--- src/rtl/digit_decoder.sv ---
`default_nettype none
// ============================================================================
// Module      : digit_decoder
// Description : Registered code-to-digit decoder. Maps the gapped 4-bit code
//               set {0x2..0x6, 0x9..0xD} onto decimal digits 0..9. Any other
//               code is flagged as illegal, and a saturating counter keeps a
//               tally of illegal codes for status/debug.
//
// Ports       : clk      - system clock, rising edge
//               rst      - synchronous active-high reset
//               C        - input code
//               c_vld    - C is valid this cycle
//               y        - decoded digit (4'b1111 on an illegal code)
//               y_vld    - y/err valid, one cycle after an accepted code
//               err      - accepted code was illegal
//               err_cnt  - saturating count of accepted illegal codes
//
// Revision    : 1.0 - initial release
// ============================================================================
module digit_decoder #(
    parameter int CNT_W = 8
) (
    input  logic             clk,
    input  logic             rst,
    input  logic [3:0]       C,
    input  logic             c_vld,
    output logic [3:0]       y,
    output logic             y_vld,
    output logic             err,
    output logic [CNT_W-1:0] err_cnt
);

    localparam logic [3:0]       c_ILLEGAL_DIGIT = 4'b1111;
    localparam logic [CNT_W-1:0] c_CNT_ONE       = CNT_W'(1);

    logic [3:0]       r_y;
    logic             r_y_vld;
    logic             r_err;
    logic [CNT_W-1:0] r_err_cnt;

    logic [3:0]       w_digit;
    logic             w_legal;
    logic             w_cnt_max;

    // The legal set has a two-code hole (0x7, 0x8) in the middle, so the
    // upper run is offset by 4 instead of 2.
    always_comb begin
        w_digit = c_ILLEGAL_DIGIT;
        w_legal = 1'b0;
        case (C)
            4'h2, 4'h3, 4'h4, 4'h5, 4'h6: begin
                w_digit = C - 4'd2;
                w_legal = 1'b1;
            end
            4'h9, 4'hA, 4'hB, 4'hC, 4'hD: begin
                w_digit = C - 4'd4;
                w_legal = 1'b1;
            end
            default: begin
                w_digit = c_ILLEGAL_DIGIT;
                w_legal = 1'b0;
            end
        endcase
    end

    assign w_cnt_max = &r_err_cnt;

    always_ff @(posedge clk) begin
        if (rst) begin
            r_y       <= 4'b0000;
            r_y_vld   <= 1'b0;
            r_err     <= 1'b0;
            r_err_cnt <= '0;
        end else if (c_vld) begin
            r_y     <= w_digit;
            r_y_vld <= 1'b1;
            r_err   <= ~w_legal;
            if (!w_legal && !w_cnt_max) begin
                r_err_cnt <= r_err_cnt + c_CNT_ONE;
            end
        end else begin
            // Idle cycle: y keeps the last digit, the strobes drop.
            r_y_vld <= 1'b0;
            r_err   <= 1'b0;
        end
    end

    assign y       = r_y;
    assign y_vld   = r_y_vld;
    assign err     = r_err;
    assign err_cnt = r_err_cnt;

endmodule
`default_nettype wire

--- config.mk ---
export PLATFORM = sky130hd
export DESIGN_NAME = digit_decoder
export DESIGN_NICKNAME = d
export VERILOG_FILES = /design/src/rtl/digit_decoder.sv
export SDC_FILE = /design/constraint.sdc
export NUM_CORES = 1
export LEC_CHECK = 0
export CAP_MARGIN = 15
export CORE_MARGIN = 2
export CORE_UTILIZATION = 40
export DETAILED_ROUTE_END_ITERATION = 10
export PLACE_DENSITY = 0.71
export SYNTH_ARGS = -nofsm -noshare
export SYNTH_HDL_FRONTEND = slang
export SYNTH_SLANG_ARGS = --single-unit
export TNS_END_PERCENT = 100
--- constraint.sdc ---
create_clock -name clk -period 5.34 [get_ports clk]
set_input_delay 1.602 -clock clk [delete_from_list [all_inputs] [get_ports clk]]
set_output_delay 1.602 -clock clk [all_outputs]
set_load 0.02 [all_outputs]
==> results of run 1 <==
-- layout make-up --
| type | instances | area [um2] | share of cell area (%) |
|---|---|---|---|
| multi-input combinational | 66 | 480 | 45.4 |
| sequential | 14 | 280 | 26.5 |
| timing repair buffer | 20 | 200 | 18.9 |
| clock buffer | 4 | 36.3 | 3.43 |
| tap | 27 | 33.8 | 3.20 |
| inverter | 7 | 26.3 | 2.49 |
-- where the power goes --
part           total [mW]  switching (mW)  internal [mW]
combinational      0.0476          0.0252         0.0224
clock              0.0775          0.0360         0.0415
sequential          0.112         0.00277          0.109
-- routing by layer --
metal | track usage [%] | vias to the layer above | routed length (um)
li1 | - | 370 | -
met1 | 17.1 | 339 | 812
met2 | 26.9 | 24 | 775
met3 | 2.47 | 4 | 80
met4 | 9.05 | 0 | 29
met5 | 0 | - | 0
-- cell families after synthesis --
| family | Yosys count | synth area share [%] |
|---|---|---|
| AO/OA/AOI/OAI | 24 | 23.6 |
| XOR/XNOR | 1 | 1.10 |
| adder cells (fa/ha/maj) | 7 | 11.0 |
| buffers and inverters | 9 | 4.40 |
| flip-flops | 14 | 35.2 |
| multiplexers | 3 | 3.93 |
| AND/OR/NAND/NOR | 31 | 20.8 |
-- per-stage QoR --
| stage | hold slack (ps) | instance area, um2 |
|---|---|---|
| 4_1_cts | 503 | 1060 |
| 2_1_floorplan | 549 | 796 |
| 3_3_place_gp | 477 | 1020 |
| 3_5_place_dp | 490 | 1020 |
| 6_report | 495 | 1060 |
| 5_1_grt | 518 | 1060 |
-- state kept, by name (all words and copies together) (netlist names) --
| signal | count |
|---|---|
| err | 1 |
| err_cnt | 8 |
| y | 4 |
| y_vld | 1 |
-- worst max-delay path by stage --
stage	endpoint	cells after the start	slack (ps)	start
2_1_floorplan	err_cnt[5]	7	2250	C[2]
3_3_place_gp	err_cnt[5]	8	1550	C[2]
3_5_place_dp	err_cnt[7]	8	1480	C[2]
4_1_cts	err_cnt[7]	8	1750	C[2]
5_1_grt	err_cnt[5]	8	1540	C[2]
6_report	err_cnt[7]	8	1740	C[2]
-- cells in the final DEF, fill, tap and decap left out --
master,count
o2111ai_1,1
nor2_1,8
o22a_1,2
clkdlybuf4s50_1,20
and2_1,2
mux2_2,1
or3_2,2
clkbuf_4,3
and4_1,1
a211oi_2,3
clkbuf_8,1
xnor2_1,1
o21a_1,3
nand2b_1,2
nor4_1,1
nand3_1,2
or4_1,2
and2b_2,1
o31ai_1,2
a21oi_1,5
inv_1,7
nor3_1,1
mux2i_1,2
nor2b_1,1
ha_1,7
o211ai_1,1
o21ai_2,1
or2_2,1
dfxtp_1,14
a311oi_1,4
nand2_1,6
o21ai_0,2
nand4_1,1
-- worst reg2reg max path: cells and delay by family (launching register included) --
kind	cells	cell delay (ps)
and+or+nand+nor	4	1000
DFF	1	360
adders and majority gates	1	220
AOI/OAI and AO/OA	1	160
==> results.md, run 1 <==
- Status: finished clean
- Final setup margin: 1740 ps
- Largest net degree at the start of global routing: 17
- CP Cell Sequence: clkdlybuf4s50_1 -> inv_1 -> ha_1 -> and2_1 -> a211oi_2 -> o21ai_2 -> or4_1 -> a21oi_1
- Endpoint of the worst hold path: y[2]
- Crit Path Max Fanout: 10
- Post-synth top area share: 35.2%
- Core area: 0.00192 mm2
- # Max-Cap Violations: 0
- Tightest Hold Check Type: reg -> reg
- CP delay by family, top: simple AND/OR/NAND/NOR gates
- Hold path start: y[2]
- Setup crit end kind: flip-flop
- Overall power: 237 uW
- Num rows: 16
- Nets: 126
- Full die area: 0.00236 mm2
- Synth area leader: dfxtp_1
- Largest cells by area after synthesis: dfxtp_1, ha_1, a211oi_2, a311oi_1, nor2_1
- Final hold violations: 0
- FILL cells: 178
- CTS buffer count: 3
- Setup violators final: 0
- GPL Wtd Cong: 0.728
- Slew Limit Fails: 0
- # diodes: 0
- Vias after detailed routing: 737
- Worst-margin pin slew: 576 ps
- Netlist cell types: 32
- GRT overflow: 0
- Final wirelength: 1.70 mm
- RR Endpoint: err_cnt[3]
- Final TNS setup: 0 ps
- Top_reg_cell synth: dfxtp_1
- Clock sinks: 14
- WP buf/inv: 2
- Routed WL per cell: 12.3 um
- Hold buffers post-CTS: 0
- DRC: 0
- RSZ-0062 raised after global routing: no
- Cells on worst reg2reg path: 6
- Layout area overhead: 32.9%
- Vias in the first global route: 697
- Die width: 48.6 um
- Fin cells: 138
- YS warnings: 0
- Die Span Y: 48.6 um
- Worst vdd ir: 0.136 mV
- CP Launch Type: input pin
- Hold path depth: 2
- CTS tree: built
- Mapped Cells: 89
- Leakage power total: 0.391 nW
- Post CTS Setup Buffer Count: 0
- H-tree depth: 1
- Crit-path slowest cell: clkdlybuf4s50_1
- Seq/Total Area, Yosys: 35.2%
- Drt pass-1 iters: 5
- Setup slack, reg-to-reg: 3530 ps
- Crit path kind: in -> reg
- PortBufs: 20
- Vias per cell: 5.34
- Required time of the critical path: 5550 ps
- Layout cells sized above 1: 11.7%
- Synth async-reset ratio: 0%
- Seq cells post-synth: 14
- Clock Tree Buf Depth: 2
- Utilization after layout: 55.0%
- Root buf cell: clkbuf_4
- Inst Count DP: 134
- PwrDens: 224 mW/mm2
- Synth Net Count: 103
- Initial Util: 41.4%
- Mapped Area: 796 um2
- Antenna violations before repair: 0
- Pre-CTS setup slack: 1480 ps
- Worst slew margin: 61.5%
- Fin crit share: 67.4%
- # IOs: 21
- DP HPWL: 1.25 mm
- Final Critical Period: 3600 ps
- Post-synth EDFFs: 0
- Antenna Violating Nets Remaining: 0
- Max Fclk: 0.278 GHz
- Commonest cells post-synth: dfxtp_1, nor2_1, ha_1, inv_1, nand2_1
- Critical path arrival: 3810 ps
- First-pass GRT wire length: 2.84 mm
- Total global-route track usage: 15.2%
- Clock skew: 4.15 ps
- Reg2reg start: err_cnt[0]
- CTS clock-pin slew for the worst setup and hold paths: 90 ps
- Post-synthesis area per instance: 8.94 um2
- Top-count cell post-synth: dfxtp_1
- DR iter-0 viols: 20
- Post-cts resize count: 0
- Worst path max stage delay: 540 ps
- Clk_lat worst skew: 290 ps
Power figures use the tool's default switching activity.
==> run 2: changes to the inputs <==
clock period = 3.4 ns   (was 5.34 ns; I/O delays follow)
==> results.md, run 2 (same netlist as run 1, synthesis figures left out) <==
- Status: finished clean
- WP buf/inv: 2 (unchanged)
- Drt pass-1 iters: 4 (-1)
- Die width: 48.6 um (unchanged)
- Total global-route track usage: 14.5% (-0.75 points)
- Final Critical Period: 3000 ps
- CTS clock-pin slew for the worst setup and hold paths: 80 ps (about the same)
- RSZ-0062 raised after global routing: no
- Commonest non-fill, non-tap cell in the layout: clkdlybuf4s50_1
- CP Cell Sequence: clkdlybuf4s50_1 -> inv_1 -> ha_1 -> and2_1 -> a211oi_2 -> o21ai_2 -> or4_1 -> a21oi_1
- H-tree depth: 1 (unchanged)
- CP delay by family, top: simple AND/OR/NAND/NOR gates
- Worst vdd ir: 0.193 mV (+42%)
- Clock Tree Buf Depth: 2 (unchanged)
- Largest register FFs: 8 (unchanged)
- Largest net degree at the start of global routing: 17 (unchanged)
- Num rows: 16 (unchanged)
- Antenna violations before repair: 0 (unchanged)
- Final hold violations: 0 (unchanged)
- Utilization after layout: 54.7% (-0.33 points)
- Worst-margin pin slew: 535 ps (-41.1 ps)
- Setup violators final: 0 (unchanged)
- Hold path depth: 2 (unchanged)
- # diodes: 0 (unchanged)
- Layout area overhead: 32.1%
- Leakage power total: 0.389 nW (-0.61%)
- GRT overflow: 0 (unchanged)
- Nets: 127 (+0.79%)
- Multi-input logic area: 480 um2 (unchanged)
- Final wirelength: 1.61 mm (-5.4%)
- PortBufs: 20 (unchanged)
- DP HPWL: 1.23 mm (-1.5%)
- Crit-path slowest cell: clkdlybuf4s50_1
- Hold buffers post-CTS: 0 (unchanged)
- Core area: 0.00192 mm2 (unchanged)
- CP Launch Type: input pin
- Fin crit share: 88.2%
- Setup crit end kind: flip-flop
- Root buf cell: clkbuf_4
- Most frequent cells in the layout: clkdlybuf4s50_1, dfxtp_1, nor2_1, inv_1, ha_1
- Hold WS: 496 ps (+0.719 ps)
- Layout cells sized above 1: 11.7% (unchanged)
- Final TNS setup: 0 ps (unchanged)
- Routed WL per cell: 11.6 um (-5.4%)
- PwrDens: 327 mW/mm2 (+46%)
- Reg area: 280 um2 (unchanged)
- Placed cell areas: 0.00103 mm2 (+0.74%)
- Critical path arrival: 3200 ps (-610 ps)
- Clk_lat worst skew: 280 ps (about the same)
- DRC: 0 (unchanged)
- Setup slack, reg-to-reg: 1610 ps (-1920 ps)
- Clock skew: 3.48 ps (-0.663 ps)
- Vias in the first global route: 644 (-7.6%)
- Die Span Y: 48.6 um (unchanged)
- Vias after detailed routing: 715 (-3.0%)
- Slew Limit Fails: 0 (unchanged)
- CTS tree: built
- Post-cts resize count: 0 (unchanged)
- # IOs: 21 (unchanged)
- Post CTS Setup Buffer Count: 0 (unchanged)
- Clock sinks: 14 (unchanged)
- Tightest Hold Check Type: reg -> reg
- # Max-Cap Violations: 0 (unchanged)
- Full die area: 0.00236 mm2 (unchanged)
- Required time of the critical path: 3600 ps (-1950 ps)
- Vias per cell: 5.18 (-3.0%)
- Crit Path Max Fanout: 10 (unchanged)
- Max Fclk: 0.333 GHz
- Worst slew margin: 64.2% (+2.7 points)
- DR iter-0 viols: 19 (-5.0%)
- Initial Util: 41.4% (unchanged)
- First-pass GRT wire length: 2.76 mm (-2.6%)
- Crit path depth: 8 (unchanged)
- Crit path kind: in -> reg
- GPL Wtd Cong: 0.736 (+1.1%)
- Cells on worst reg2reg path: 6 (unchanged)
- Worst path max stage delay: 540 ps (about the same)
- Final Cell Area: 0.00105 mm2 (-0.59%)
- FILL cells: 189 (+6.2%)
- CTS buffer count: 3 (unchanged)
- Antenna Violating Nets Remaining: 0 (unchanged)
[run 2: changes by cell type in the layout (fill, tap and decap cells not counted), sizes merged]
cell	before	now
buf	0	1
clkbuf	4	3
[run 2: metrics by stage]
stage	cells	total power [mW]	worst slack (ps)
after floorplan	89	0.223	888
after global placement	135	0.253	192
after detailed placement	135	0.254	121
after CTS	138	0.346	404
after global routing	138	0.361	198
final	138	0.343	401
[run 2: report_power, final]
group	switching [mW]	internal (mW)
registers	0.00422	0.171
logic	0.0394	0.0358
clock network	0.0519	0.0411
[run 2: final cells by class]
| cell class | instances | area share (%) |
|---|---|---|
| inverters | 7 | 2.50 |
| repair buffers | 21 | 19.8 |
| well taps | 27 | 3.21 |
| multi-input cells | 66 | 45.7 |
| clock buffers | 3 | 2.14 |
| flip-flops and latches | 14 | 26.7 |
[run 2: layer usage]
metal / global-route usage, % / vias up / routed length, um
met3: 2.16 / 2 / 55
met2: 23.7 / 17 / 700
li1: - / 370 / -
met4: 7.14 / 0 / 19
met1: 18.5 / 326 / 830
met5: 0 / - / 0
[run 2: final timing paths]
kind                            startpoint         end
worst max-delay path                  C[2]  err_cnt[5]
worst min-delay path                  y[2]        y[2]
worst max register to register  err_cnt[0]  err_cnt[3]
worst min register to register        y[2]        y[2]
[run 2: worst register-to-register path, stage by stage (launching register included)]
cell,delay (ps)
dfxtp_1,350
ha_1,220
and2_1,180
nand3_1,130
nand4_1,220
or3_2,470
a21oi_1,150
